--- src/rtl/write_ptr_full_ctrl.sv ---
// Write-side pointer/full controller for an async FIFO: binary+Gray write pointer, full, almost-full, level, sticky overflow.
// Latency: every output is registered and reflects an accepted write or a read-pointer change after the next wclk edge.
// Backpressure: a write is accepted only while registered wfull is low; a write attempted while full is dropped and sets wovf.
module write_ptr_full_ctrl #(
    parameter int PTR_WIDTH    = 4,
    parameter int AFULL_THRESH = 12
) (
    input  logic                 wclk,
    input  logic                 wrst_n,
    input  logic                 winc,
    input  logic [PTR_WIDTH:0]   rptr_gray_sync,
    input  logic                 wovf_clr,
    output logic [PTR_WIDTH-1:0] waddr,
    output logic [PTR_WIDTH:0]   wptr_gray,
    output logic                 wfull,
    output logic                 walmost_full,
    output logic [PTR_WIDTH:0]   wlevel,
    output logic                 wovf
);

    localparam logic [PTR_WIDTH+1:0] AFULL_T = (PTR_WIDTH+2)'(AFULL_THRESH);

    function automatic logic [PTR_WIDTH:0] gray2bin(input logic [PTR_WIDTH:0] g);
        logic [PTR_WIDTH:0] b;
        b[PTR_WIDTH] = g[PTR_WIDTH];
        for (int i = PTR_WIDTH - 1; i >= 0; i--) begin
            b[i] = b[i+1] ^ g[i];
        end
        return b;
    endfunction

    logic [PTR_WIDTH:0] wbin;
    logic [PTR_WIDTH:0] wbin_next;
    logic [PTR_WIDTH:0] wgray_next;
    logic [PTR_WIDTH:0] rbin;
    logic [PTR_WIDTH:0] rgray_full;
    logic [PTR_WIDTH:0] wlevel_next;
    logic               accept;
    logic               overflow;
    logic               wfull_next;
    logic               walmost_full_next;
    logic               wovf_next;

    always_comb begin
        accept            = winc & ~wfull;
        overflow          = winc & wfull;
        wbin_next         = wbin + {{PTR_WIDTH{1'b0}}, accept};
        wgray_next        = wbin_next ^ (wbin_next >> 1);
        rbin              = gray2bin(rptr_gray_sync);
        // Full when write pointer is one lap ahead: top two Gray bits inverted, rest equal.
        rgray_full        = {~rptr_gray_sync[PTR_WIDTH:PTR_WIDTH-1], rptr_gray_sync[PTR_WIDTH-2:0]};
        wfull_next        = (wgray_next == rgray_full);
        wlevel_next       = wbin_next - rbin;
        walmost_full_next = ({1'b0, wlevel_next} >= AFULL_T);
        // A fresh overflow outranks a same-cycle clear.
        wovf_next         = overflow | (wovf & ~wovf_clr);
    end

    always_ff @(posedge wclk or negedge wrst_n) begin
        if (!wrst_n) begin
            wbin         <= '0;
            wptr_gray    <= '0;
            wfull        <= 1'b0;
            walmost_full <= 1'b0;
            wlevel       <= '0;
            wovf         <= 1'b0;
        end else begin
            wbin         <= wbin_next;
            wptr_gray    <= wgray_next;
            wfull        <= wfull_next;
            walmost_full <= walmost_full_next;
            wlevel       <= wlevel_next;
            wovf         <= wovf_next;
        end
    end

    assign waddr = wbin[PTR_WIDTH-1:0];

endmodule

--- config.mk ---
export PLATFORM = sky130hd
export DESIGN_NAME = write_ptr_full_ctrl
export DESIGN_NICKNAME = d
export VERILOG_FILES = /design/src/rtl/write_ptr_full_ctrl.sv
export SDC_FILE = /design/constraint.sdc
export NUM_CORES = 1
export LEC_CHECK = 0
export CAP_MARGIN = 5
export CORE_ASPECT_RATIO = 1.4
export CORE_MARGIN = 2
export CORE_UTILIZATION = 39
export DETAILED_ROUTE_END_ITERATION = 12
export PLACE_DENSITY = 0.68
export REMOVE_ABC_BUFFERS = 1
export SYNTH_ARGS = -nofsm -noshare
export SYNTH_HDL_FRONTEND = slang
export SYNTH_SLANG_ARGS = --single-unit
--- constraint.sdc ---
create_clock -name wclk -period 2.5 [get_ports wclk]
set_clock_uncertainty 0.15 [all_clocks]
set_input_delay 0.625 -clock wclk [delete_from_list [all_inputs] [get_ports wclk]]
set_output_delay 0.625 -clock wclk [all_outputs]
set_load 0.03 [all_outputs]
**Yosys cells after proc, flatten, opt, wreduce, memory -nomap -nowiden**

Index checks and enable logic that the tools add are counted.
W data, S select, Z words.

- Flip-flop bits (word level): 18
- Output and inout port bits: 17

- Add/subtract/negate cells: 2
- Magnitude comparators: 1
- Equality and inequality tests: 1
- Bitwise operators: 12

Operators with widths:

| operator | count |
|---|---|
| $add A5 B1 Y5 | 1 |
| $eq A5 B5 Y1 | 1 |
| $ge A5 B4 Y1 const B | 1 |
| $sub A5 B5 Y5 | 1 |
| $xor A5 B4 Y5 | 1 |
| $xor A1 B1 Y1 | 4 |
| $and A1 B1 Y1 | 3 |
| $not A1 Y1 | 2 |
| $not A2 Y2 | 1 |
| $or A1 B1 Y1 | 1 |

**Depth between registers and ports, before layout**

Gate-level depths: netlist of run 1.

- Word-level depth: 6
- Depth in mapped cells: 10
- Depth with buffers taken out: 10

**Worst setup path after synthesis of run 1**

No wires, ideal clock.

- Path type: in2reg
- Start: input rptr_gray_sync[4]
- End: register walmost_full
- Library setup time: 0.138 ns
- Arrival time: 2.928 ns
- Data required time: 2.212 ns
- Path slack: -0.717 ns
- Stages on the path: 10
- Path through: xnor2_1 > xor2_1 > xor2_1 > xnor2_1 > ha_1 > fa_1 > nor2b_1 > o21ai_1 > and3_1 > or4b_1

- Word-level cells in the longest chain between the ends: 6

RTL lines:

| what | RTL line | RTL |
|---|---|---|
| from (decl) | 11 | `input logic [PTR_WIDTH:0] rptr_gray_sync,` |
| $xor A1 B1 Y1 (4 in a row) | 27 | `b[i] = b[i+1] ^ g[i];` |
| $sub A5 B5 Y5 * | 53 | `wlevel_next = wbin_next - rbin;` |
| $ge A5 B4 Y1 * | 54 | `walmost_full_next = ({1'b0, wlevel_next} >= AFULL_T);` |
| via walmost_full_next | 41 | `logic walmost_full_next;` |
| to (signal assigned) | 71 | `walmost_full <= walmost_full_next;` |
| to (decl) | 16 | `output logic walmost_full,` |

The timed path passes the listed nets; every way through them passes the cells marked *.

**Worst setup path after layout of run 1**

- Start: input rptr_gray_sync[4]
- End: register walmost_full

- Word-level cells in the longest chain between the ends: 6

RTL lines:

| what | RTL line | RTL |
|---|---|---|
| $xor A1 B1 Y1 * (2 in a row) | 27 |  |
| $xor A1 B1 Y1 (2 in a row) | 27 |  |
| $sub A5 B5 Y5 * | 53 |  |
| via wlevel_next[2] | 37 | `logic [PTR_WIDTH:0] wlevel_next;` |
| $ge A5 B4 Y1 * | 54 |  |
| via walmost_full_next | 41 |  |

Marked as above.

==> flow_metrics.env, run 1 <==
export IMPL_slew_limit_headroom=0.779
export IMPL_final_cell_mix="buf_4, clkdlybuf4s50_1, dfrtp_1"
export IMPL_avgSynthCellArea_um2=11.6
export IMPL_fin_cells=167
export IMPL_fp_dieH_um=62.5
export IMPL_cts_sinks=17
export IMPL_antenna_found_initial=0
export IMPL_rows=21
export IMPL_die_w_um=45.8
export IMPL_core_mm2=0.00236
export IMPL_hold_viol=0
export IMPL_p_per_area_mw_per_mm2=1650
export IMPL_grt_start_max_net_pins=18
export IMPL_outcome="complete, but fails checks"
export IMPL_cp_start_kind="primary input"
export IMPL_cts_tree="done"
export IMPL_irDropWorstVdd_v=0.000737
export IMPL_drt_first_pass_iters=5
export IMPL_synth_cells=82
export IMPL_path_class="in2reg"
export IMPL_yosys_warnings=0
export IMPL_drive_gt1_frac=0.438
export IMPL_fmax_ghz=0.358
export IMPL_endpoint_kind="flip-flop"
export IMPL_worst_slew_pin_slew_ns=0.332
export IMPL_cpMaxStageDelayCell="or4b_1"
export IMPL_finalCriticalPeriod_ns=2.79
export IMPL_die_area_mm2=0.00286
export IMPL_violations="negative setup slack"
export IMPL_clk_pin_slew_ns=0.11
export IMPL_area_growth_pct=73.5
export IMPL_via_per_inst=4.95
export IMPL_grt_pass1_wl_um=4090
export IMPL_htreeDepth=1
export IMPL_synth_seq_cells=17
export IMPL_grt_overflow_total=0
export IMPL_power_leakage_uw=0.000765
export IMPL_numPortBuffers=25
export IMPL_wl_um=2460
export IMPL_final_common_cell="buf_4"
export IMPL_required_ns=2.55
export IMPL_clock_root_buffer="clkbuf_4"
export IMPL_grt_use_total=0.207
export IMPL_cts_buffers=3
export IMPL_worstPathArrival_ns=2.84
export IMPL_path_cells="buf_8 > xnor2_4 > xor2_2 > xor2_2 > xnor2_2 > ha_2 > fa_2 > buf_6 > xnor2_2 > a31oi_1 > or4b_1"
export IMPL_diodes=0
export IMPL_dpl_hpwl_um=1650
export IMPL_dp_cells=155
export IMPL_slew_viol_final=0
export IMPL_worstPathMaxFanout=4
export IMPL_synth_distinct_cells=28
export IMPL_rr_worst_depth=9
export IMPL_gp_routability_congestion=0.839
export IMPL_post_route_util=0.699
export IMPL_finalSetupTns_ns=-0.448
export IMPL_wl_per_cell_um=14.7
export IMPL_ys_seq_area_frac=0.446
export IMPL_maxCapViolCount=0
export IMPL_finalWorstSetupSlack_ns=-0.291
export IMPL_hold_worst_slack_ns=0.402
export IMPL_clockBufferDepth=2
export IMPL_grt_pass1_vias=913
export IMPL_vias=826
export IMPL_ant_nets=0
export IMPL_finalSetupViolations=2
export IMPL_holdCritPathClass="reg2reg"
export IMPL_drtIter0Drc=10
export IMPL_rsz0062_at_grt="yes"
export IMPL_synthesis_area_um2=953
export IMPL_final_net_count=161
export IMPL_whs_path_depth=2
export IMPL_p_total_uw=2730
export IMPL_start_util=0.403
export IMPL_post_route_period_util=1.12
export IMPL_slowest_delay_ns=0.43
export IMPL_drc=0
export IMPL_io_pins=26
export IMPL_clock_latency_ns=0.32
export IMPL_rrSetupSlack_ns=0.05
final timing paths:
path | start | end
worst max-delay path | rptr_gray_sync[4] | walmost_full
worst min-delay path | wovf | wovf
worst max register to register | wfull | walmost_full
worst min register to register | wovf | wovf
max in group asynchronous | wrst_n | wovf
min in group asynchronous | wrst_n | wlevel[4]
sequential cells by signal, indices dropped and copies added, names as in the netlist:
signal	cells
wbin	5
wlevel	5
wptr_gray	4
walmost_full	1
wfull	1
wovf	1
per-stage QoR:
stage	instance area [µm²]	worst slack, ns
final	1650	-0.291
after global routing	1650	-0.439
after CTS	1620	-0.307
after detailed placement	1420	-1.31
after global placement	1420	-1.17
after floorplan	948	-0.717
report_power, final:
part | internal, µW | switching, µW
Combinational | 1050 | 984
Sequential | 426 | 108
Clock | 60.1 | 103
cells by family after synthesis:
family,share of synthesized area
AO/OA/AOI/OAI,0.0709
XOR/XNOR,0.234
adder cells (fa/ha/maj),0.0997
buffers and inverters,0.0407
flip-flops,0.446
multiplexers,0.0105
AND/OR/NAND/NOR,0.0984
critical path: cells and delay by family:
family,cells,cell delay [ns]
AOI/OAI and AO/OA,1,0.12
xor gates and xnor gates,5,0.88
buffers and inverters,2,0.25
adders and majority gates,2,0.55
and+or+nand+nor,1,0.43
timing repair:
action	CTS	global route
setup buffers	8	2
cloned	0	0
endpoints found under the setup margin	6	3
gates resized for setup	36	6
hold buffers	0	0
pin swaps	18	6
synthesized netlist by cell type, drive strengths merged:
cell	count	area, µm²
nand3	4	20.0
a21o	1	7.51
a2111oi	1	15.0
o2bb2ai	1	8.76
nor4	1	6.26
or4b	1	10.0
dfrtp	17	425
a31oi	1	6.26
or3	1	6.26
a21bo	1	10.0
inv	9	33.8
fa	1	20.0
or2	1	6.26
ha	6	75.1
xor2	8	85.1
nor2b	2	12.5
nand2	3	11.3
and3	1	6.26
o21ai	2	10.0
nand4	1	6.26
a21oi	2	10.0
xnor2	14	138
nand4b	1	8.76
buf	1	5.00
mux2i	1	10.0
final cells by class:
cell class | count | area, µm²
clock buffers | 3 | 22.5
clock inverters | 1 | 5.00
fillers | 165 | 711
inverters | 9 | 33.8
multi-input cells | 55 | 616
flip-flops and latches | 17 | 425
well taps | 23 | 28.8
repair buffers | 59 | 523
routing by layer:
metal	vias up	track usage	part of all wire
met3	5	0.0202	0.026
met1	403	0.215	0.38
li1	395	-	-
met4	0	0.132	0.035
met5	-	0	0
met2	23	0.366	0.56
No activity file was read; power rests on OpenSTA's default activity.
==> inputs of run 2 (changes only) <==
RECOVER_POWER = 25   (was unset)
==> run 2 against run 1 <==
  * The flow still finishes with violations (negative setup slack)
  * Fmax did not move
  * Critical path depth unchanged
  * Combinational power barely moved
  * Final area down 0.23%
  * Sequential power hardly changed
  * Sequential share of layout area rose by 0.059 points
  * Sequential cell count stayed put
  * Die area did not move
  * Core utilization fell by 0.16 points
  * Register-to-register slack about the same
  * Total power is essentially flat
  * Critical path type unchanged
  * Critical endpoint unchanged
  * Largest power group unchanged
==> flow_metrics.env, run 2 (synthesized netlist as in run 1, its figures left out) <==
export IMPL_clockBufferDepth=2
export IMPL_rr_worst_depth=9
export IMPL_clock_root_buffer="clkbuf_4"
export IMPL_dpl_hpwl_um=1650
export IMPL_rows=21
export IMPL_finalCriticalPeriod_ns=2.79
export IMPL_holdCritPathClass="reg2reg"
export IMPL_gp_routability_congestion=0.839
export IMPL_path_cells="buf_8 > xnor2_4 > xor2_2 > xor2_2 > xnor2_2 > ha_2 > fa_2 > buf_6 > xnor2_2 > a31oi_1 > or4b_1"
export IMPL_worst_slew_pin_slew_ns=0.972
export IMPL_endpoint_kind="flip-flop"
export IMPL_via_per_inst=4.95
export IMPL_p_switching_uw=1190
export IMPL_rrSetupSlack_ns=0.05
export IMPL_fp_dieH_um=62.5
export IMPL_hold_viol=0
export IMPL_slew_viol_final=0
export IMPL_wl_per_cell_um=14.7
export IMPL_path_class="in2reg"
export IMPL_power_leakage_uw=0.000762
export IMPL_drc=0
export IMPL_worstPathArrival_ns=2.84
export IMPL_final_cell_mix="buf_4, clkdlybuf4s50_1, dfrtp_1"
export IMPL_cts_tree="done"
export IMPL_grt_use_total=0.207
export IMPL_grt_overflow_total=0
export IMPL_comb_power_share=0.745
export IMPL_clkPwrFrac=0.060
export IMPL_cp_start_kind="primary input"
export IMPL_numPortBuffers=25
export IMPL_worstPathMaxFanout=4
export IMPL_io_pins=26
export IMPL_cpLargestDelayFamily="XOR/XNOR gates"
export IMPL_finalSetupTns_ns=-0.448
export IMPL_worst_path_buf_inv=2
export IMPL_grt_pass1_wl_um=4090
export IMPL_slew_limit_headroom=0.352
export IMPL_hold_worst_slack_ns=0.402
export IMPL_p_total_uw=2730
export IMPL_sw_frac_of_total=0.437
export IMPL_clock_latency_ns=0.32
export IMPL_vias=826
export IMPL_cts_sinks=17
export IMPL_final_net_count=161
export IMPL_violations="negative setup slack"
export IMPL_slowest_delay_ns=0.43
export IMPL_r2r_start="wfull"
export IMPL_drive_gt1_frac=0.431
export IMPL_holdPathEnd="wovf"
export IMPL_clk_pin_slew_ns=0.11
export IMPL_diodes=0
export IMPL_outcome="complete, but fails checks"
export IMPL_drtIter0Drc=10
export IMPL_cts_buffers=3
export IMPL_hold_buffers=0
export IMPL_finalSetupViolations=2
export IMPL_dp_cells=155
export IMPL_core_mm2=0.00236
export IMPL_grt_pass1_vias=913
export IMPL_p_per_area_mw_per_mm2=1660
export IMPL_htreeDepth=1
export IMPL_fin_cells=167
export IMPL_fmax_ghz=0.358
export IMPL_finalWorstSetupSlack_ns=-0.291
export IMPL_antenna_found_initial=0
export IMPL_drt_first_pass_iters=5
export IMPL_ant_nets=0
export IMPL_start_util=0.403
export IMPL_maxCapViolCount=0
export IMPL_min_from="wovf"
export IMPL_rsz0062_at_grt="yes"
export IMPL_final_common_cell="buf_4"
export IMPL_cpMaxStageDelayCell="or4b_1"
export IMPL_top_regs="wbin x5, wlevel x5, wptr_gray x4"
export IMPL_power_frac_seq=0.195
export IMPL_die_w_um=45.8
export IMPL_area_growth_pct=73.1
export IMPL_wl_um=2460
export IMPL_grt_start_max_net_pins=18
export IMPL_post_route_period_util=1.12
export IMPL_p_int_uw=1540
export IMPL_irDropWorstVdd_v=0.000736
export IMPL_die_area_mm2=0.00286
export IMPL_required_ns=2.55
export IMPL_whs_path_depth=2
export IMPL_rr_endpoint="walmost_full"
==> run 2: cell count changes in the layout (fill, tap and decap cells not counted) <==
cell	delta
clkbuf_1	+1
dlygate4sd3_1	+1
clkdlybuf4s50_1	-1
buf_4	-1
==> run 2: worst max path at each step <==
stage               slack, ns  cells past startpoint               from           end
floorplan               -0.72                     10  rptr_gray_sync[4]  walmost_full
global placement        -1.17                     11  rptr_gray_sync[3]  walmost_full
detailed placement      -1.31                     11  rptr_gray_sync[4]  walmost_full
CTS                     -0.31                     11  rptr_gray_sync[3]  walmost_full
global route            -0.44                     12  rptr_gray_sync[4]  walmost_full
finish                  -0.29                     11  rptr_gray_sync[4]  walmost_full
==> run 2: power groups by stage <==
stage	Sequential (µW)	Combinational, µW	Clock (µW)
CTS	535	1950	160
floorplan	799	742	0
global placement	517	1680	0
global route	550	2190	180
finish	534	2030	163
detailed placement	525	1730	0
==> run 2: per-layer routing <==
| layer | up-vias | part of all wire | track usage |
|---|---|---|---|
| met1 | 403 | 0.38 | 0.215 |
| met2 | 23 | 0.56 | 0.366 |
| met4 | 0 | 0.035 | 0.132 |
| li1 | 395 | - | - |
| met3 | 5 | 0.026 | 0.0202 |
| met5 | - | 0 | 0 |
==> run 2: cell type report <==
type | count | area [µm²]
clock buffers | 3 | 22.5
well taps | 23 | 28.8
fillers | 164 | 714
inverters | 9 | 33.8
flip-flops and latches | 17 | 425
repair buffers | 59 | 519
multi-input cells | 55 | 616
clock inverters | 1 | 5.00
==> run 2: worst min-delay path, stage by stage, from the launching register on <==
cell and delay (ns):
dfrtp_1 0.39, inv_1 0.05, o21ai_0 0.08
==> run 2: through the flow <==
step	instance area, µm²	util	worst slack, ns
CTS	1620	0.683	-0.307
finish	1650	0.698	-0.291
floorplan	948	-	-0.717
detailed placement	1420	0.602	-1.31
global placement	1420	0.602	-1.17
global route	1650	0.698	-0.439
==> run 2: repair_timing <==
action / in CTS / in global routing
endpoints found under the setup margin: 6 / 3
resized for setup: 36 / 6
pin swaps: 18 / 6
setup buffers: 8 / 2
